--- src/rtl/dab_pwm_modulator.sv ---
// Phase-shift PWM modulator for a dual-active-bridge: carrier, double-buffered tau1/tau2/phi,
// per-leg dead time. Define DAB_SYNC_EN to let a rising edge on sync restart the carrier.
module dab_pwm_modulator #(
  parameter int PERIOD      = 1000,
  parameter int DEADTIME    = 20,
  parameter int W           = 11,
  parameter int TRIG_OFFSET = 0
) (
  input  logic         clk,
  input  logic         rst,
  input  logic         enable,
  input  logic         sync,
  input  logic         param_valid,
  input  logic [W-1:0] tau1_in,
  input  logic [W-1:0] tau2_in,
  input  logic [W-1:0] phi_in,
  output logic         param_ack,
  output logic [3:0]   sp,
  output logic [3:0]   ss,
  output logic         trigger,
  output logic         period_start
);

  localparam int H  = PERIOD / 2;
  localparam int NW = $clog2(PERIOD);
  localparam int CW = W + 2;  // signed room for cnt - (phi + tau2) before the wrap correction
  localparam int DW = $clog2(DEADTIME + 1);
  localparam logic [W-1:0]         H_U = W'(H);
  localparam logic signed [CW-1:0] H_C = CW'(H);
  localparam logic signed [CW-1:0] P_S = CW'(PERIOD);

  logic [NW-1:0] cnt_reg, cnt_next;
  logic          boundary, sync_edge;
  logic signed [CW-1:0] tau1_act_reg, tau2_act_reg, phi_act_reg;
  logic signed [CW-1:0] tau1_pend_reg, tau2_pend_reg, phi_pend_reg;
  logic                 pend_flag_reg;
  logic signed [CW-1:0] tau1_c, tau2_c, phi_s, phi_c, cnt_s;
  logic signed [CW-1:0] shift [4];
  logic [3:0]           upper, lower;

`ifdef DAB_SYNC_EN
  logic sync_meta_reg, sync_sync_reg, sync_prev_reg;

  always_ff @(posedge clk) begin
    if (rst) begin
      sync_meta_reg <= 1'b0;
      sync_sync_reg <= 1'b0;
      sync_prev_reg <= 1'b0;
    end else begin
      sync_meta_reg <= sync;
      sync_sync_reg <= sync_meta_reg;
      sync_prev_reg <= sync_sync_reg;
    end
  end

  assign sync_edge = sync_sync_reg & ~sync_prev_reg;
`else
  logic unused_sync;
  assign unused_sync = sync;
  assign sync_edge   = 1'b0;
`endif

  // A sync edge coinciding with the natural wrap still yields a single boundary.
  assign boundary = (cnt_reg == NW'(PERIOD - 1)) | sync_edge;
  assign cnt_next = boundary ? '0 : cnt_reg + NW'(1);

  always_comb begin
    tau1_c = (tau1_in > H_U) ? H_C : {2'b00, tau1_in};
    tau2_c = (tau2_in > H_U) ? H_C : {2'b00, tau2_in};
    phi_s  = {{2{phi_in[W-1]}}, phi_in};
    phi_c  = phi_s;
    if (phi_s > H_C)       phi_c = H_C;
    else if (phi_s < -H_C) phi_c = -H_C;
  end

  always_ff @(posedge clk) begin
    if (rst) begin
      cnt_reg       <= '0;
      tau1_act_reg  <= '0;
      tau2_act_reg  <= '0;
      phi_act_reg   <= '0;
      tau1_pend_reg <= '0;
      tau2_pend_reg <= '0;
      phi_pend_reg  <= '0;
      pend_flag_reg <= 1'b0;
      param_ack     <= 1'b0;
      trigger       <= 1'b0;
      period_start  <= 1'b0;
    end else begin
      cnt_reg      <= cnt_next;
      trigger      <= (cnt_next == NW'(TRIG_OFFSET));
      period_start <= boundary;
      param_ack    <= boundary & pend_flag_reg;
      if (boundary && pend_flag_reg) begin
        tau1_act_reg  <= tau1_pend_reg;
        tau2_act_reg  <= tau2_pend_reg;
        phi_act_reg   <= phi_pend_reg;
        pend_flag_reg <= 1'b0;
      end
      // A strobe on the boundary edge refills pending after the older set was applied.
      if (param_valid) begin
        tau1_pend_reg <= tau1_c;
        tau2_pend_reg <= tau2_c;
        phi_pend_reg  <= phi_c;
        pend_flag_reg <= 1'b1;
      end
    end
  end

  assign cnt_s    = {{(CW - NW){1'b0}}, cnt_reg};
  assign shift[0] = '0;
  assign shift[1] = tau1_act_reg;
  assign shift[2] = phi_act_reg;
  assign shift[3] = phi_act_reg + tau2_act_reg;

  genvar gi;
  generate
    for (gi = 0; gi < 4; gi++) begin : g_leg
      logic signed [CW-1:0] diff, wrapped;
      logic                 ideal, ideal_reg, upper_reg, lower_reg;
      logic [DW-1:0]        dt_reg, dt_eff;

      always_comb begin
        diff    = cnt_s - shift[gi];
        wrapped = diff;
        if (diff < 0)          wrapped = diff + P_S;
        else if (diff >= P_S)  wrapped = diff - P_S;
      end

      assign ideal  = (wrapped < H_C);
      // dt_reg holds the off-cycles still owed after this one; a toggle restarts the full gap.
      assign dt_eff = (ideal != ideal_reg) ? DW'(DEADTIME) : dt_reg;

      always_ff @(posedge clk) begin
        if (rst) begin
          ideal_reg <= 1'b0;
          dt_reg    <= DW'(DEADTIME);
          upper_reg <= 1'b0;
          lower_reg <= 1'b0;
        end else begin
          ideal_reg <= ideal;
          if (!enable) begin
            dt_reg    <= DW'(DEADTIME);
            upper_reg <= 1'b0;
            lower_reg <= 1'b0;
          end else if (dt_eff != '0) begin
            dt_reg    <= dt_eff - DW'(1);
            upper_reg <= 1'b0;
            lower_reg <= 1'b0;
          end else begin
            dt_reg    <= '0;
            upper_reg <= ideal;
            lower_reg <= ~ideal;
          end
        end
      end

      assign upper[gi] = upper_reg;
      assign lower[gi] = lower_reg;
    end
  endgenerate

  assign sp = {upper[0], lower[0], upper[1], lower[1]};
  assign ss = {upper[2], lower[2], upper[3], lower[3]};

endmodule

--- config.mk ---
export PLATFORM = sky130hd
export DESIGN_NAME = dab_pwm_modulator
export DESIGN_NICKNAME = d
export VERILOG_FILES = /design/src/rtl/dab_pwm_modulator.sv
export SDC_FILE = /design/constraint.sdc
export NUM_CORES = 1
export LEC_CHECK = 0
export CAP_MARGIN = 30
export CORE_ASPECT_RATIO = 1.75
export CORE_UTILIZATION = 30
export CTS_CLUSTER_DIAMETER = 150
export DETAILED_ROUTE_END_ITERATION = 10
export HOLD_SLACK_MARGIN = 0.05
export SYNTH_ARGS = -nofsm -noshare
export SYNTH_HDL_FRONTEND = slang
export SYNTH_SLANG_ARGS = --single-unit
--- constraint.sdc ---
create_clock -name clk -period 8.03 [get_ports clk]
set_input_delay 2.0075 -clock clk [delete_from_list [all_inputs] [get_ports clk]]
set_output_delay 2.0075 -clock clk [all_outputs]
set_load 0.05 [all_outputs]
# == Yosys cells after proc, flatten, opt, wreduce, memory -nomap -nowiden ==
# Index checks and enable logic that the tools add are counted.
# op_classes
n_lt_le_gt_ge,16
n_eq_ne,5
muxes,23
n_addsub,17
reduce_logical,16
bitwise,10
# op_table
op,count
$mux W13,10
$lt A13 B10 Y1 const B,4
$mux W5,8
$add A13 B11 Y13 const B,3
$ge A13 B11 Y1 const B,3
$lt A13 B1 Y1 const B,3
$sub A11 B13 Y13,3
$sub A13 B11 Y13 const B,3
$reduce_or A3 Y1,8
$gt A11 B9 Y1 const B,2
$mux W11,2
$reduce_bool A5 Y1,4
$sub A5 B1 Y5 const B,4
$add A13 B13 Y13,1
$add A10 B10 Y11 const B,1
$gt A11 B10 Y1 const B,1
$lt A11 B10 Y1 const B,1
$sub A10 B10 Y11 const B,1
$add A10 B1 Y10 const B,1
$eq A10 B10 Y1 const B,1
$ge A10 B10 Y1 const B,1
$logic_not A10 Y1,1
$lt A10 B1 Y1 const B,1
$mux W10,1
other kinds (7),19
# totals
register_bits,124
in_bits,38
elab_cells,118

# == Longest topological paths before layout ==
# Gate-level depths: netlist of run 1.
# depth
ltp_word,11
ltp_mapped,26
depth_no_buf,25

# == Least setup slack after synthesis of run 1 ==
# OpenSTA, ideal clock, no wires.
# synth_timing
kind,register to register
start,register cnt_reg[2]
end,register g_leg[3].dt_reg[2]
slack_ps,2294
period_less_slack_ps,5736
path_stages_with_launch,23
arrival_time_ps,5616
path_buffers,1
path_cell_list,dfxtp_1 -> fa_1 -> ha_1 -> nor2b_4 -> o21a_1 -> o21ai_0 -> and2_1 -> clkbuf_1 -> inv_1 -> ha_1 -> a2111oi_0 -> nor3b_1 -> o311ai_1 -> mux2_1 -> a22oi_2 -> nand4_2 -> a21oi_4 -> xor2_4 -> nand2_1 -> ha_1 -> nor4b_1 -> nor3b_1 -> a211o_1
# synth_between
elab_chain_cells,9
# synth_lines
element,line,rtl
start: declaration,32,"logic [NW-1:0] cnt_reg, cnt_next;"
start signal: assignment,90,cnt_reg <= cnt_next;
$sub A11 B13 Y13 *,124,diff = cnt_s - shift[gi];
$sub A13 B11 Y13 or $ge A13 B11 Y1 (tied branches),127,else if (diff >= P_S) wrapped = diff - P_S;
$mux W13,127,
$mux W13 *,126,if (diff < 0) wrapped = diff + P_S;
$lt A13 B10 Y1 *,130,assign ideal = (wrapped < H_C);
$ne A1 B1 Y1 *,132,assign dt_eff = (ideal != ideal_reg) ? DW'(DEADTIME) : dt_reg;
$mux W5 *,132,
$sub A5 B1 Y5 or $reduce_bool A5 Y1 (tied branches),"147, 146",
$mux W5 *,146,end else if (dt_eff != '0) begin
end signal: assignment,137,dt_reg <= DW'(DEADTIME);
end signal: assignment,143,dt_reg <= DW'(DEADTIME);
end signal: assignment,147,dt_reg <= dt_eff - DW'(1);
end: declaration,121,"logic [DW-1:0] dt_reg, dt_eff;"
# Mark *: on every way between the ends. The rest lies on a longest branch, timed or not.
# A chain may end at the register's enable or synchronous reset.

# == Worst setup path after layout of run 1 ==
# Same ends and word-level chain as after synthesis.

==> impl_results.html, run 1 <==
<table>
<tr><th>Metric</th><th>Value</th></tr>
<tr><th colspan="2">GRT</th></tr>
<tr><td>Maximum number of pins on one net before global-route repair</td><td>between 60 and 70</td></tr>
<tr><td>Vias in the first global route</td><td>7315</td></tr>
<tr><td>Initial antenna violation count</td><td>0</td></tr>
<tr><td>First-pass GRT wire length</td><td>33.9 mm</td></tr>
<tr><td>Overflow left after global routing</td><td>0</td></tr>
<tr><td>Gr usage total</td><td>14.7%</td></tr>
<tr><th colspan="2">Power</th></tr>
<tr><td>Worst IR Drop VDD</td><td>0.000101 V</td></tr>
<tr><td>Internal</td><td>~1000 µW</td></tr>
<tr><td>Switching pwr</td><td>around 460 µW</td></tr>
<tr><td>Leakage</td><td>~0.0035 µW</td></tr>
<tr><td>Comb pwr share</td><td>between 20% and 30%</td></tr>
<tr><td>Sequential cell fraction of total power</td><td>40.8%</td></tr>
<tr><td>Clock power share</td><td>roughly a third</td></tr>
<tr><td>Power density of the placed cells</td><td>about 160 mW/mm²</td></tr>
<tr><td>Overall power consumption</td><td>1470 µW</td></tr>
<tr><td>Switch share</td><td>31.6%</td></tr>
<tr><th colspan="2">Clock tree</th></tr>
<tr><td>Post-CTS setup buffer count</td><td>0</td></tr>
<tr><td>CTS H-tree depth</td><td>3</td></tr>
<tr><td>Clock Path Buffers</td><td>2</td></tr>
<tr><td>Post-CTS resize count</td><td>0</td></tr>
<tr><td>Clock latency on the worst-skew pair</td><td>about 0.37 ns</td></tr>
<tr><td>Clock sink count</td><td>roughly 110</td></tr>
<tr><td>CTS clock-pin slew for the worst setup and hold paths</td><td>0.08 ns</td></tr>
<tr><td>Number of clock buffers inserted by TritonCTS</td><td>9</td></tr>
<tr><td>CTS Root Buffer Type</td><td>clkbuf_16</td></tr>
<tr><td>Post-CTS Hold Buffers</td><td>0</td></tr>
<tr><td>CTS tree</td><td>built</td></tr>
<tr><th colspan="2">STA</th></tr>
<tr><td>Final max-slew violation count</td><td>0</td></tr>
<tr><td>Smallest hold slack</td><td>0.450 ns</td></tr>
<tr><td>Timing-limited maximum frequency</td><td>0.154 GHz</td></tr>
<tr><td>Setup slack of the critical path after layout</td><td>1.53 ns</td></tr>
<tr><td>Slew HR</td><td>31.9%</td></tr>
<tr><td>Unrepaired setup endpoints after global routing</td><td>false</td></tr>
<tr><td>Final worst path period share</td><td>slightly above 80%</td></tr>
<tr><td>Actual slew at the worst max-slew pin</td><td>a little over 1 ns</td></tr>
<tr><td>Final count of negative-setup-slack endpoints</td><td>0</td></tr>
<tr><td>Minimum clock period after layout</td><td>around 6.5 ns</td></tr>
<tr><td>Setup_tns</td><td>0 ns</td></tr>
<tr><td>Post-route clock skew</td><td>between 0.01 and 0.015 ns</td></tr>
<tr><td>Count of final hold-check violations</td><td>0</td></tr>
<tr><th colspan="2">Worst setup path</th></tr>
<tr><td>Worst Path Max Fanout</td><td>8</td></tr>
<tr><td>Worst Reg2Reg Path Length in Cells</td><td>21</td></tr>
<tr><td>Reg-to-reg setup timing slack</td><td>between 1.5 and 2 ns</td></tr>
<tr><td>Data arrival time of the worst path</td><td>~6.8 ns</td></tr>
<tr><td>R2r startpoint</td><td>cnt_reg[2]$_SDFF_PP0_</td></tr>
<tr><td>Delay of the slowest cell on the worst path</td><td>0.82 ns</td></tr>
<tr><td>Worst path top cell family by delay</td><td>compound AO/OA/AOI/OAI gates</td></tr>
<tr><td>Most repeated library cell on the critical path</td><td>ha_1</td></tr>
<tr><td>WS Path Type</td><td>reg -&gt; reg</td></tr>
<tr><td>Cells along the critical path</td><td>fa_1 -&gt; ha_1 -&gt; nor2b_4 -&gt; o21a_1 -&gt; o21ai_0 -&gt; and2_1 -&gt; inv_1 -&gt; ha_1 -&gt; a2111oi_0 -&gt; nor3b_1 -&gt; o311ai_1 -&gt; mux2_1 -&gt; a22oi_2 -&gt; nand4_2 -&gt; a21oi_4 -&gt; xor2_4 -&gt; nand2_1 -&gt; ha_1 -&gt; nor4b_1 -&gt; nor3b_1 -&gt; a211o_1</td></tr>
<tr><td>Endpoint of the worst register-to-register path</td><td>g_leg[3].dt_reg[2]$_SDFF_PP1_</td></tr>
<tr><td>Critical Path Slowest Stage Cell</td><td>nor4b_1</td></tr>
<tr><td>Category of the worst setup path launch point</td><td>flop</td></tr>
<tr><td>Critical Path Sink Type</td><td>flop</td></tr>
<tr><td>Critical path buffer and inverter count</td><td>1</td></tr>
<tr><td>Data required, critical path</td><td>8.29 ns</td></tr>
<tr><th colspan="2">Placed design</th></tr>
<tr><td>Routability-driven placement congestion ratio</td><td>0.876</td></tr>
<tr><td>I/O Buffers</td><td>47</td></tr>
<tr><td>Post-detailed-placement cell area</td><td>about 0.0091 mm²</td></tr>
<tr><td>Final HPWL from detailed placement</td><td>about 16 mm</td></tr>
<tr><td>Dpl ws</td><td>approximately 1.6 ns</td></tr>
<tr><th colspan="2">Cells and area</th></tr>
<tr><td>Area of all sequential standard cells</td><td>0.00224 mm²</td></tr>
<tr><td>Layout Cell Area excl Fill</td><td>around 0.0094 mm²</td></tr>
<tr><td>Multi-input gate area in the final layout</td><td>0.00560 mm²</td></tr>
<tr><td>Number of antenna cells inserted</td><td>0</td></tr>
<tr><td>Most frequent cells in the layout</td><td>125 x nand2_1, 112 x dfxtp_1, 110 x nor2_1</td></tr>
<tr><td>Filler Cells Inserted</td><td>2960</td></tr>
<tr><td>Ratio of cells with drive above 1 in the final layout</td><td>6.38%</td></tr>
<tr><td>Area added between synthesis and finish</td><td>13.3%</td></tr>
<tr><td>Number of nets in the final layout</td><td>1180</td></tr>
<tr><td>Largest register FFs</td><td>20</td></tr>
<tr><td>Most common cell after layout, fill and taps aside</td><td>nand2_1</td></tr>
<tr><th colspan="2">Drt</th></tr>
<tr><td>Overall routed net length</td><td>~20 mm</td></tr>
<tr><td>DR pass1 iterations</td><td>5</td></tr>
<tr><td>Overall via count from detail_route</td><td>7429</td></tr>
<tr><td>Residual DRC</td><td>0</td></tr>
<tr><td>Average vias per placed instance</td><td>5.12</td></tr>
<tr><td>Detailed Route Iter0 Violations</td><td>384</td></tr>
<tr><td>Average detailed-routed wire length per instance</td><td>approximately 14 µm</td></tr>
<tr><td>Residual antenna-violating net count after detailed routing</td><td>0</td></tr>
<tr><th colspan="2">Floorplan</th></tr>
<tr><td>Placement row count</td><td>80</td></tr>
<tr><td>Die width</td><td>128 µm</td></tr>
<tr><td>Area of the die</td><td>0.0284 mm²</td></tr>
<tr><td>DIE HEIGHT</td><td>about 220 µm</td></tr>
<tr><td>Starting Density</td><td>30.5%</td></tr>
<tr><td>I/O pin count</td><td>49</td></tr>
<tr><td>Core outline area</td><td>0.0272 mm²</td></tr>
<tr><th colspan="2">Synth</th></tr>
<tr><td>Count of flip-flops with a built-in enable after synthesis</td><td>0</td></tr>
<tr><td>Avg Inst Size Synth</td><td>7.80 µm²</td></tr>
<tr><td>Combined area of all synthesized cells</td><td>0.00830 mm²</td></tr>
<tr><td>Sequential share of the synthesized area</td><td>27.0%</td></tr>
<tr><td>Synthesized Nets</td><td>1168</td></tr>
<tr><td>Number of warnings reported in the yosys synthesis log</td><td>0</td></tr>
<tr><td>Dominant synthesized flop cell</td><td>dfxtp_1</td></tr>
<tr><td>Number of storage elements in the synthesis netlist</td><td>112</td></tr>
<tr><td>Distinct cell type count after synthesis</td><td>95</td></tr>
<tr><td>Number of instances in the synthesized netlist</td><td>1064</td></tr>
<tr><td>Share of async-settable or async-resettable flops after synthesis</td><td>0%</td></tr>
<tr><th colspan="2">Min path</th></tr>
<tr><td>Hold worst-path end</td><td>phi_act_reg[4]$_SDFFE_PP0P_</td></tr>
<tr><td>Depth of the worst hold-timing path</td><td>2</td></tr>
<tr><td>Startpoint of the most critical hold path</td><td>phi_act_reg[4]$_SDFFE_PP0P_</td></tr>
<tr><td>Class of the most critical hold timing path</td><td>reg -&gt; reg</td></tr>
<tr><th colspan="2">Run status</th></tr>
<tr><td>Outcome</td><td>complete, no violations</td></tr>
<tr><th colspan="2">Job</th></tr>
<tr><td>Reported max-cap violation count</td><td>0</td></tr>
</table>
## synthesized netlist by cell type, drive strengths merged, types with 6 or more instances
| cell type | instances | share of area, % |
|---|---|---|
| o311ai | 6 | 0.63 |
| a31oi | 9 | 0.68 |
| o21ai | 39 | 2.4 |
| fa | 12 | 2.9 |
| a211oi | 10 | 0.90 |
| buf | 12 | 0.93 |
| xnor2 | 28 | 3.0 |
| nor4b | 6 | 0.89 |
| a21oi | 87 | 5.6 |
| nand4 | 8 | 0.86 |
| o2111ai | 7 | 0.74 |
| nand3 | 26 | 1.6 |
| or3 | 11 | 0.89 |
| nand2b | 15 | 1.1 |
| ha | 54 | 8.1 |
| or2 | 13 | 0.98 |
| nor2 | 110 | 5.0 |
| a21o | 16 | 1.4 |
| nor4 | 12 | 1.2 |
| and3 | 10 | 0.75 |
| o22ai | 14 | 1.1 |
| nor3 | 51 | 3.1 |
| nand2 | 125 | 5.7 |
| dfxtp | 112 | 27 |
| and2 | 16 | 1.2 |
| o211ai | 10 | 1.0 |
| a21boi | 6 | 0.54 |
| o21a | 11 | 0.99 |
| mux2i | 13 | 1.6 |
| a22o | 7 | 0.74 |
| inv | 62 | 2.8 |
| clkbuf | 39 | 1.8 |
| xor2 | 12 | 1.5 |
| nor2b | 18 | 1.4 |
## worst reg2reg max path, cell delays in order, from the launching register on
cell       delay [ns]
dfxtp_1          0.51
fa_1             0.46
ha_1             0.37
nor2b_4          0.16
o21a_1           0.18
o21ai_0          0.19
and2_1           0.28
inv_1            0.11
ha_1             0.30
a2111oi_0        0.55
nor3b_1          0.14
o311ai_1         0.49
mux2_1           0.39
a22oi_2          0.15
nand4_2          0.19
a21oi_4          0.27
xor2_4           0.14
nand2_1          0.12
ha_1             0.17
nor4b_1          0.82
nor3b_1          0.10
a211o_1          0.32
## power by group through the flow
stage,combinational (µW),sequential (µW),clock [µW]
after detailed placement,377,611,0
after CTS,379,598,506
after floorplan,295,605,0
after global placement,370,611,0
final,379,599,491
after global routing,420,602,525
## cell type report
class	instances	area share [%]
inverter	62	2.47
sequential	112	23.8
clock inverter	5	0.785
tap	369	4.91
timing repair buffer	52	5.75
multi-input combinational	839	59.6
clock buffer	11	2.69
## cell families (layout without fill, tap and decap cells)
| group | count (synthesis) | after routing | synth area share (%) |
|---|---|---|---|
| and+or+nand+nor | 444 | 444 | 27.1 |
| AOI/OAI and AO/OA | 272 | 272 | 22.7 |
| buffers and inverters | 113 | 130 | 5.50 |
| DFF | 112 | 112 | 27.0 |
| adders and majority gates | 66 | 66 | 11.0 |
| xor gates and xnor gates | 40 | 40 | 4.54 |
| muxes | 17 | 17 | 2.11 |
## worst max-delay path by stage
stage / startpoint / end / cells past startpoint
2_1_floorplan: cnt_reg[2]$_SDFF_PP0_ / g_leg[3].dt_reg[2]$_SDFF_PP1_ / 22
3_3_place_gp: cnt_reg[2]$_SDFF_PP0_ / g_leg[3].dt_reg[2]$_SDFF_PP1_ / 21
3_5_place_dp: cnt_reg[2]$_SDFF_PP0_ / g_leg[3].dt_reg[2]$_SDFF_PP1_ / 21
4_1_cts: cnt_reg[2]$_SDFF_PP0_ / g_leg[3].dt_reg[2]$_SDFF_PP1_ / 21
5_1_grt: cnt_reg[2]$_SDFF_PP0_ / g_leg[3].upper_reg$_SDFF_PP0_ / 21
6_report: cnt_reg[2]$_SDFF_PP0_ / g_leg[3].dt_reg[2]$_SDFF_PP1_ / 21
## metal layers
layer | up-vias | global-route usage, % | share of wire, %
met3 | 39 | 1.91 | 2.1
met5 | - | 0 | 0
met4 | 0 | 7.70 | 3.9
met2 | 122 | 28.1 | 54
met1 | 3448 | 15.1 | 40
li1 | 3820 | - | -
## metrics by stage
step	utilization [%]	instances
floorplan	-	1064
global placement	33.1	1431
detailed placement	33.4	1434
CTS	34.6	1450
global route	34.6	1450
finish	34.6	1450
Power figures use the tool's default switching activity.
==> run 2: changes to the inputs <==
==> constraint.sdc (replaced) <==
create_clock -name clk -period 5.8 [get_ports clk]
set_input_delay 1.45 -clock clk [delete_from_list [all_inputs] [get_ports clk]]
set_output_delay 1.45 -clock clk [all_outputs]
set_load 0.05 [all_outputs]
==> impl_results.html, run 2 (synthesis results as in run 1) <==
<table>
<tr><th>Metric</th><th>Value</th></tr>
<tr><th colspan="2">STA</th></tr>
<tr><td>Final max-slew violation count</td><td>0</td></tr>
<tr><td>Count of final hold-check violations</td><td>0</td></tr>
<tr><td>Timing-limited maximum frequency</td><td>0.180 GHz</td></tr>
<tr><td>Setup slack of the critical path after layout</td><td>0.250 ns</td></tr>
<tr><td>Slew HR</td><td>approximately 36%</td></tr>
<tr><td>Minimum clock period after layout</td><td>roughly 5.5 ns</td></tr>
<tr><td>Final worst path period share</td><td>95.7%</td></tr>
<tr><td>Actual slew at the worst max-slew pin</td><td>about 0.96 ns</td></tr>
<tr><td>Final count of negative-setup-slack endpoints</td><td>0</td></tr>
<tr><td>Post-route clock skew</td><td>0.0193 ns</td></tr>
<tr><th colspan="2">Worst setup path</th></tr>
<tr><td>Timing startpoint of the critical path</td><td>tau2_act_reg[2]$_SDFFE_PP0P_</td></tr>
<tr><td>Critical Path Slowest Stage Cell</td><td>fa_1</td></tr>
<tr><td>WS Path Type</td><td>reg -&gt; reg</td></tr>
<tr><td>Most repeated library cell on the critical path</td><td>ha_1</td></tr>
<tr><td>Worst Reg2Reg Path Length in Cells</td><td>24</td></tr>
<tr><td>R2r startpoint</td><td>tau2_act_reg[2]$_SDFFE_PP0P_</td></tr>
<tr><td>Termination of the worst setup path</td><td>g_leg[3].dt_reg[0]$_SDFF_PP0_</td></tr>
<tr><td>Cells along the critical path</td><td>inv_1 -&gt; fa_1 -&gt; ha_1 -&gt; nor2b_4 -&gt; o21a_1 -&gt; o21ai_0 -&gt; and2_1 -&gt; inv_1 -&gt; ha_1 -&gt; a2111oi_0 -&gt; buf_4 -&gt; nor3b_1 -&gt; o311ai_2 -&gt; mux2_1 -&gt; a22oi_2 -&gt; nand4_2 -&gt; a21oi_4 -&gt; xor2_4 -&gt; nand2_1 -&gt; ha_1 -&gt; nor4b_1 -&gt; buf_4 -&gt; or2_2 -&gt; a21oi_1</td></tr>
<tr><td>Worst Path Max Fanout</td><td>5</td></tr>
<tr><td>Delay of the slowest cell on the worst path</td><td>0.46 ns</td></tr>
<tr><td>Category of the worst setup path launch point</td><td>flop</td></tr>
<tr><td>Data arrival time of the worst path</td><td>5.83 ns</td></tr>
<tr><td>Reg-to-reg setup timing slack</td><td>0.25 ns</td></tr>
<tr><td>Endpoint of the worst register-to-register path</td><td>g_leg[3].dt_reg[0]$_SDFF_PP0_</td></tr>
<tr><td>Critical Path Sink Type</td><td>flop</td></tr>
<tr><td>Data required, critical path</td><td>between 6 and 7 ns</td></tr>
<tr><th colspan="2">Cells and area</th></tr>
<tr><td>Most common cell after layout, fill and taps aside</td><td>nand2_1</td></tr>
<tr><td>Ratio of cells with drive above 1 in the final layout</td><td>8.78%</td></tr>
<tr><td>Largest register FFs</td><td>20</td></tr>
<tr><td>Area added between synthesis and finish</td><td>15.3%</td></tr>
<tr><td>Share of the core filled with cells</td><td>a little over a third</td></tr>
<tr><td>Number of antenna cells inserted</td><td>0</td></tr>
<tr><td>Filler Cells Inserted</td><td>roughly 3000</td></tr>
<tr><td>Most frequent cells in the layout</td><td>125 x nand2_1, 112 x dfxtp_1, 109 x nor2_1</td></tr>
<tr><td>Number of nets in the final layout</td><td>1204</td></tr>
<tr><th colspan="2">Clock tree</th></tr>
<tr><td>Clock latency on the worst-skew pair</td><td>0.37 ns</td></tr>
<tr><td>CTS tree</td><td>built</td></tr>
<tr><td>Clock sink count</td><td>112</td></tr>
<tr><td>Post-CTS Hold Buffers</td><td>0</td></tr>
<tr><td>CTS H-tree depth</td><td>3</td></tr>
<tr><td>Number of clock buffers inserted by TritonCTS</td><td>9</td></tr>
<tr><td>Clock Path Buffers</td><td>2</td></tr>
<tr><td>CTS Root Buffer Type</td><td>clkbuf_16</td></tr>
<tr><td>CTS clock-pin slew for the worst setup and hold paths</td><td>0.09 ns</td></tr>
<tr><th colspan="2">Power</th></tr>
<tr><td>Power density of the placed cells</td><td>208 mW/mm²</td></tr>
<tr><td>Worst IR Drop VDD</td><td>~0.00015 V</td></tr>
<tr><td>Leakage</td><td>0.00365 µW</td></tr>
<tr><th colspan="2">Floorplan</th></tr>
<tr><td>Die width</td><td>128 µm</td></tr>
<tr><td>I/O pin count</td><td>49</td></tr>
<tr><td>Starting Density</td><td>30.5%</td></tr>
<tr><td>DIE HEIGHT</td><td>222 µm</td></tr>
<tr><td>Area of the die</td><td>0.0284 mm²</td></tr>
<tr><td>Placement row count</td><td>80</td></tr>
<tr><td>Core outline area</td><td>0.0272 mm²</td></tr>
<tr><th colspan="2">Placed design</th></tr>
<tr><td>Final HPWL from detailed placement</td><td>roughly 16 mm</td></tr>
<tr><td>Routability-driven placement congestion ratio</td><td>0.869</td></tr>
<tr><td>Dpl ws</td><td>around 0.24 ns</td></tr>
<tr><td>I/O Buffers</td><td>47</td></tr>
<tr><th colspan="2">GRT</th></tr>
<tr><td>Maximum number of pins on one net before global-route repair</td><td>51</td></tr>
<tr><td>Vias in the first global route</td><td>7484</td></tr>
<tr><td>Overflow left after global routing</td><td>0</td></tr>
<tr><td>Gr usage total</td><td>14.8%</td></tr>
<tr><td>First-pass GRT wire length</td><td>34.2 mm</td></tr>
<tr><td>Initial antenna violation count</td><td>0</td></tr>
<tr><th colspan="2">Drt</th></tr>
<tr><td>Average vias per placed instance</td><td>5.08</td></tr>
<tr><td>Residual antenna-violating net count after detailed routing</td><td>0</td></tr>
<tr><td>Average detailed-routed wire length per instance</td><td>13.7 µm</td></tr>
<tr><td>Overall routed net length</td><td>20.2 mm</td></tr>
<tr><td>Detailed Route Iter0 Violations</td><td>196</td></tr>
<tr><td>DR pass1 iterations</td><td>4</td></tr>
<tr><td>Residual DRC</td><td>0</td></tr>
<tr><td>Overall via count from detail_route</td><td>7481</td></tr>
<tr><th colspan="2">Run status</th></tr>
<tr><td>Outcome</td><td>complete, no violations</td></tr>
<tr><th colspan="2">Min path</th></tr>
<tr><td>Class of the most critical hold timing path</td><td>reg -&gt; reg</td></tr>
<tr><td>Startpoint of the most critical hold path</td><td>g_leg[0].ideal_reg$_SDFF_PP0_</td></tr>
<tr><th colspan="2">Job</th></tr>
<tr><td>Reported max-cap violation count</td><td>0</td></tr>
</table>
## run 2: changes by cell type in the layout (fill, tap and decap cells not counted), moves of 2 or more
cell      delta
clkbuf_8     -2
buf_4       +25
o21ai_1      +2
inv_6        +3
o21ai_0      -2
## run 2: per-layer routing
| metal | GRT usage [%] | routed length [µm] | part of all wire, % |
|---|---|---|---|
| met1 | 15.2 | 7960 | 39 |
| met2 | 28.4 | 11000 | 55 |
| met3 | 1.98 | 374 | 1.8 |
| met4 | 7.97 | 871 | 4.3 |
| met5 | 0 | 0 | 0 |
## run 2: power breakdown
group | switching (µW) | internal [µW] | leakage (µW) | total, µW
Sequential | 26.6 | 800 | 0.000914 | 827
Clock | 313 | 302 | 0.000137 | 615
Combinational | 310 | 243 | 0.00260 | 553
## run 2: critical path: cells and delay by family, from the launching register on
family,cells,cell delay (ns)
simple gates,7,1.11
flops,1,0.34
fa+ha+maj,4,1.29
buf+inv,4,0.48
compound gates,7,1.67
mux,1,0.37
xor+xnor,1,0.23
## run 2: cell type report
cell class | count | area, µm² | share of cell area [%]
inverters | 62 | 233 | 2.43
clock buffers | 10 | 229 | 2.39
repair buffers | 76 | 723 | 7.55
clock inverters | 6 | 58.8 | 0.614
multi-input cells | 839 | 5630 | 58.8
flip-flops and latches | 112 | 2240 | 23.4
well taps | 369 | 462 | 4.82
## run 2: how the worst min path moves through the flow
stage / to / slack (ns) / depth (start not counted)
final: g_leg[0].upper_reg$_SDFF_PP0_ / 0.45 / 2
after global routing: tau1_act_reg[10]$_SDFFE_PP0P_ / 0.47 / 2
after CTS: tau1_act_reg[9]$_SDFFE_PP0P_ / 0.45 / 2
after detailed placement: tau1_act_reg[9]$_SDFFE_PP0P_ / 0.44 / 2
after global placement: g_leg[1].lower_reg$_SDFF_PP0_ / 0.44 / 1
after floorplan: g_leg[1].lower_reg$_SDFF_PP0_ / 0.42 / 1
## run 2: repair_timing
item,4_1_cts,5_1_grt
setup endpoints to repair,0,9
gates resized for setup,0,7
endpoints found under the hold margin,0,0
buffers inserted,0,2
## run 2: stage by stage
| step | instances | hold WS (ns) | TNS [ns] | power [µW] | instance area (µm²) |
|---|---|---|---|---|---|
| after floorplan | 1064 | 0.421 | 0 | 1250 | 8300 |
| after global placement | 1454 | 0.438 | 0 | 1380 | 9190 |
| after detailed placement | 1456 | 0.443 | 0 | 1390 | 9250 |
| after CTS | 1472 | 0.455 | 0 | 2020 | 9540 |
| after global routing | 1474 | 0.474 | -0.0217 | 2120 | 9580 |
| final | 1474 | 0.449 | 0 | 1990 | 9580 |
==> run 3: changes to the inputs <==
--- a/config.mk
+++ b/config.mk
@@ -10,6 +10,7 @@
 export CORE_UTILIZATION = 30
 export CTS_CLUSTER_DIAMETER = 150
 export DETAILED_ROUTE_END_ITERATION = 10
+export DONT_BUFFER_PORTS = 1
 export HOLD_SLACK_MARGIN = 0.05
 export SYNTH_ARGS = -nofsm -noshare
 export SYNTH_HDL_FRONTEND = slang
==> impl_results.html, run 3 (synthesis results as in run 1) <==
<table>
<tr><th>Metric</th><th>Value</th></tr>
<tr><th colspan="2">Worst setup path</th></tr>
<tr><td>Critical Path Sink Type</td><td>flop</td></tr>
<tr><td>Critical Path Slowest Stage Cell</td><td>fa_1</td></tr>
<tr><td>Critical path buffer and inverter count</td><td>4</td></tr>
<tr><td>Delay of the slowest cell on the worst path</td><td>0.46 ns</td></tr>
<tr><td>WS Path Type</td><td>reg -&gt; reg</td></tr>
<tr><td>Data required, critical path</td><td>6.09 ns</td></tr>
<tr><td>Category of the worst setup path launch point</td><td>flop</td></tr>
<tr><td>Most repeated library cell on the critical path</td><td>ha_1</td></tr>
<tr><td>Worst Path Max Fanout</td><td>5</td></tr>
<tr><td>Worst path top cell family by delay</td><td>compound AO/OA/AOI/OAI gates</td></tr>
<tr><td>Data arrival time of the worst path</td><td>approximately 5.8 ns</td></tr>
<tr><td>Cells along the critical path</td><td>inv_1 -&gt; fa_1 -&gt; ha_1 -&gt; nor2b_4 -&gt; o21a_1 -&gt; o21ai_1 -&gt; and2_2 -&gt; inv_1 -&gt; ha_1 -&gt; a2111oi_0 -&gt; buf_4 -&gt; nor3b_2 -&gt; o311ai_2 -&gt; mux2_1 -&gt; a22oi_2 -&gt; nand4_2 -&gt; a21oi_4 -&gt; xor2_4 -&gt; nand2_1 -&gt; ha_1 -&gt; nor4b_2 -&gt; buf_4 -&gt; or2_2 -&gt; a21oi_1</td></tr>
<tr><th colspan="2">GRT</th></tr>
<tr><td>Gr usage total</td><td>14.6%</td></tr>
<tr><td>Overflow left after global routing</td><td>0</td></tr>
<tr><td>Vias in the first global route</td><td>between 7000 and 8000</td></tr>
<tr><td>First-pass GRT wire length</td><td>33.8 mm</td></tr>
<tr><td>Maximum number of pins on one net before global-route repair</td><td>73</td></tr>
<tr><td>Initial antenna violation count</td><td>0</td></tr>
<tr><th colspan="2">Clock tree</th></tr>
<tr><td>Number of clock buffers inserted by TritonCTS</td><td>9</td></tr>
<tr><td>CTS clock-pin slew for the worst setup and hold paths</td><td>0.09 ns</td></tr>
<tr><td>CTS H-tree depth</td><td>3</td></tr>
<tr><td>CTS Root Buffer Type</td><td>clkbuf_16</td></tr>
<tr><td>Post-CTS Hold Buffers</td><td>0</td></tr>
<tr><td>Clock Path Buffers</td><td>2</td></tr>
<tr><td>CTS tree</td><td>built</td></tr>
<tr><td>Clock sink count</td><td>112</td></tr>
<tr><td>Clock latency on the worst-skew pair</td><td>0.38 ns</td></tr>
<tr><th colspan="2">Cells and area</th></tr>
<tr><td>Most frequent cells in the layout</td><td>125 x nand2_1, 111 x dfxtp_1, 110 x nor2_1</td></tr>
<tr><td>Area added between synthesis and finish</td><td>9.67%</td></tr>
<tr><td>Filler Cells Inserted</td><td>2950</td></tr>
<tr><td>Ratio of cells with drive above 1 in the final layout</td><td>9.02%</td></tr>
<tr><td>Layout Cell Area excl Fill</td><td>0.00911 mm²</td></tr>
<tr><td>Most common cell after layout, fill and taps aside</td><td>nand2_1</td></tr>
<tr><td>Share of the core filled with cells</td><td>33.4%</td></tr>
<tr><td>Number of antenna cells inserted</td><td>0</td></tr>
<tr><td>Number of nets in the final layout</td><td>1152</td></tr>
<tr><td>Largest register FFs</td><td>20</td></tr>
<tr><th colspan="2">Floorplan</th></tr>
<tr><td>Starting Density</td><td>between 30% and 40%</td></tr>
<tr><td>Core outline area</td><td>roughly 0.027 mm²</td></tr>
<tr><td>I/O pin count</td><td>49</td></tr>
<tr><td>DIE HEIGHT</td><td>~220 µm</td></tr>
<tr><td>Die width</td><td>128 µm</td></tr>
<tr><td>Area of the die</td><td>approximately 0.028 mm²</td></tr>
<tr><td>Placement row count</td><td>80</td></tr>
<tr><th colspan="2">Drt</th></tr>
<tr><td>Residual antenna-violating net count after detailed routing</td><td>0</td></tr>
<tr><td>Overall via count from detail_route</td><td>7353</td></tr>
<tr><td>Overall routed net length</td><td>20.2 mm</td></tr>
<tr><td>DR pass1 iterations</td><td>4</td></tr>
<tr><td>Average detailed-routed wire length per instance</td><td>14.2 µm</td></tr>
<tr><td>Residual DRC</td><td>0</td></tr>
<tr><td>Detailed Route Iter0 Violations</td><td>about 300</td></tr>
<tr><td>Average vias per placed instance</td><td>5.17</td></tr>
<tr><th colspan="2">Power</th></tr>
<tr><td>Comb pwr share</td><td>a little over a quarter</td></tr>
<tr><td>Leakage</td><td>0.00347 µW</td></tr>
<tr><td>Sequential cell fraction of total power</td><td>41.8%</td></tr>
<tr><td>Internal</td><td>1340 µW</td></tr>
<tr><td>Switch share</td><td>32.3%</td></tr>
<tr><td>Worst IR Drop VDD</td><td>roughly 0.00015 V</td></tr>
<tr><td>Switching pwr</td><td>640 µW</td></tr>
<tr><td>Power density of the placed cells</td><td>218 mW/mm²</td></tr>
<tr><td>Clock power share</td><td>31.8%</td></tr>
<tr><th colspan="2">STA</th></tr>
<tr><td>Final max-slew violation count</td><td>0</td></tr>
<tr><td>Actual slew at the worst max-slew pin</td><td>0.913 ns</td></tr>
<tr><td>Minimum clock period after layout</td><td>5.51 ns</td></tr>
<tr><td>Slew HR</td><td>39.0%</td></tr>
<tr><td>Smallest hold slack</td><td>0.440 ns</td></tr>
<tr><td>Setup_tns</td><td>0 ns</td></tr>
<tr><td>Timing-limited maximum frequency</td><td>0.181 GHz</td></tr>
<tr><td>Unrepaired setup endpoints after global routing</td><td>false</td></tr>
<tr><td>Post-route clock skew</td><td>0.0191 ns</td></tr>
<tr><td>Final count of negative-setup-slack endpoints</td><td>0</td></tr>
<tr><td>Setup slack of the critical path after layout</td><td>0.290 ns</td></tr>
<tr><td>Count of final hold-check violations</td><td>0</td></tr>
<tr><td>Final worst path period share</td><td>95.0%</td></tr>
<tr><th colspan="2">Placed design</th></tr>
<tr><td>I/O Buffers</td><td>0</td></tr>
<tr><td>Dpl ws</td><td>0.0694 ns</td></tr>
<tr><td>Final HPWL from detailed placement</td><td>between 15 and 20 mm</td></tr>
<tr><td>Post-detailed-placement cell area</td><td>0.00874 mm²</td></tr>
<tr><td>Routability-driven placement congestion ratio</td><td>slightly below 0.9</td></tr>
<tr><th colspan="2">Job</th></tr>
<tr><td>Reported max-cap violation count</td><td>0</td></tr>
<tr><th colspan="2">Run status</th></tr>
<tr><td>Outcome</td><td>complete, no violations</td></tr>
<tr><th colspan="2">Min path</th></tr>
<tr><td>Class of the most critical hold timing path</td><td>reg -&gt; reg</td></tr>
</table>
[run 3: metal layers]
layer	GRT usage (%)	part of all wire [%]	up-vias	routed length, µm
met5	0	0	-	0
met1	15.2	40	3451	7990
met4	6.83	3.1	0	633
li1	-	-	3768	-
met3	1.76	1.8	32	358
met2	28.5	55	102	11200
[run 3: power groups by stage]
stage	Clock [µW]	Combinational (µW)	Sequential, µW
2_1_floorplan	0	408	837
3_3_place_gp	0	491	846
3_5_place_dp	0	498	846
4_1_cts	650	501	828
5_1_grt	672	583	834
6_report	631	522	829
[run 3: cell type report]
cell class / count / area [µm²] / share of cell area (%)
well taps: 369 / 462 / 5.07
flip-flops and latches: 112 / 2240 / 24.6
repair buffers: 24 / 220 / 2.42
clock buffers: 10 / 239 / 2.62
multi-input cells: 839 / 5650 / 62.0
clock inverters: 6 / 60.1 / 0.660
inverters: 62 / 233 / 2.56
[run 3: worst register-to-register path, delay by kind of cell (launching register included)]
kind	cells	cell delay, ns
AO/OA/AOI/OAI	7	1.56
multiplexers	1	0.37
buffers and inverters	4	0.50
adder cells (fa/ha/maj)	4	1.27
XOR/XNOR	1	0.22
flip-flops	1	0.34
AND/OR/NAND/NOR	7	1.16
[run 3: timing repair]
item                                    4_1_cts  5_1_grt
setup buffers                                 0        3
gates resized for setup                       0       12
endpoints found under the setup margin        0       12
[run 3: final timing paths]
| path | to | depth (start not counted) | start | slack, ns |
|---|---|---|---|---|
| max | g_leg[3].dt_reg[0]$_SDFF_PP0_ | 24 | tau2_act_reg[2]$_SDFFE_PP0P_ | 0.29 |
| min | tau1_act_reg[5]$_SDFFE_PP0P_ | 2 | tau1_pend_reg[5]$_SDFFE_PP0P_ | 0.44 |
| max reg2reg | g_leg[3].dt_reg[0]$_SDFF_PP0_ | 24 | tau2_act_reg[2]$_SDFFE_PP0P_ | 0.29 |
| min reg2reg | tau1_act_reg[5]$_SDFFE_PP0P_ | 2 | tau1_pend_reg[5]$_SDFFE_PP0P_ | 0.44 |
[run 3: per-stage QoR]
step / power [µW] / std cells
floorplan: 1250 / 1064
CTS: 1980 / 1419
finish: 1980 / 1422
global placement: 1340 / 1401
global route: 2090 / 1422
detailed placement: 1340 / 1403
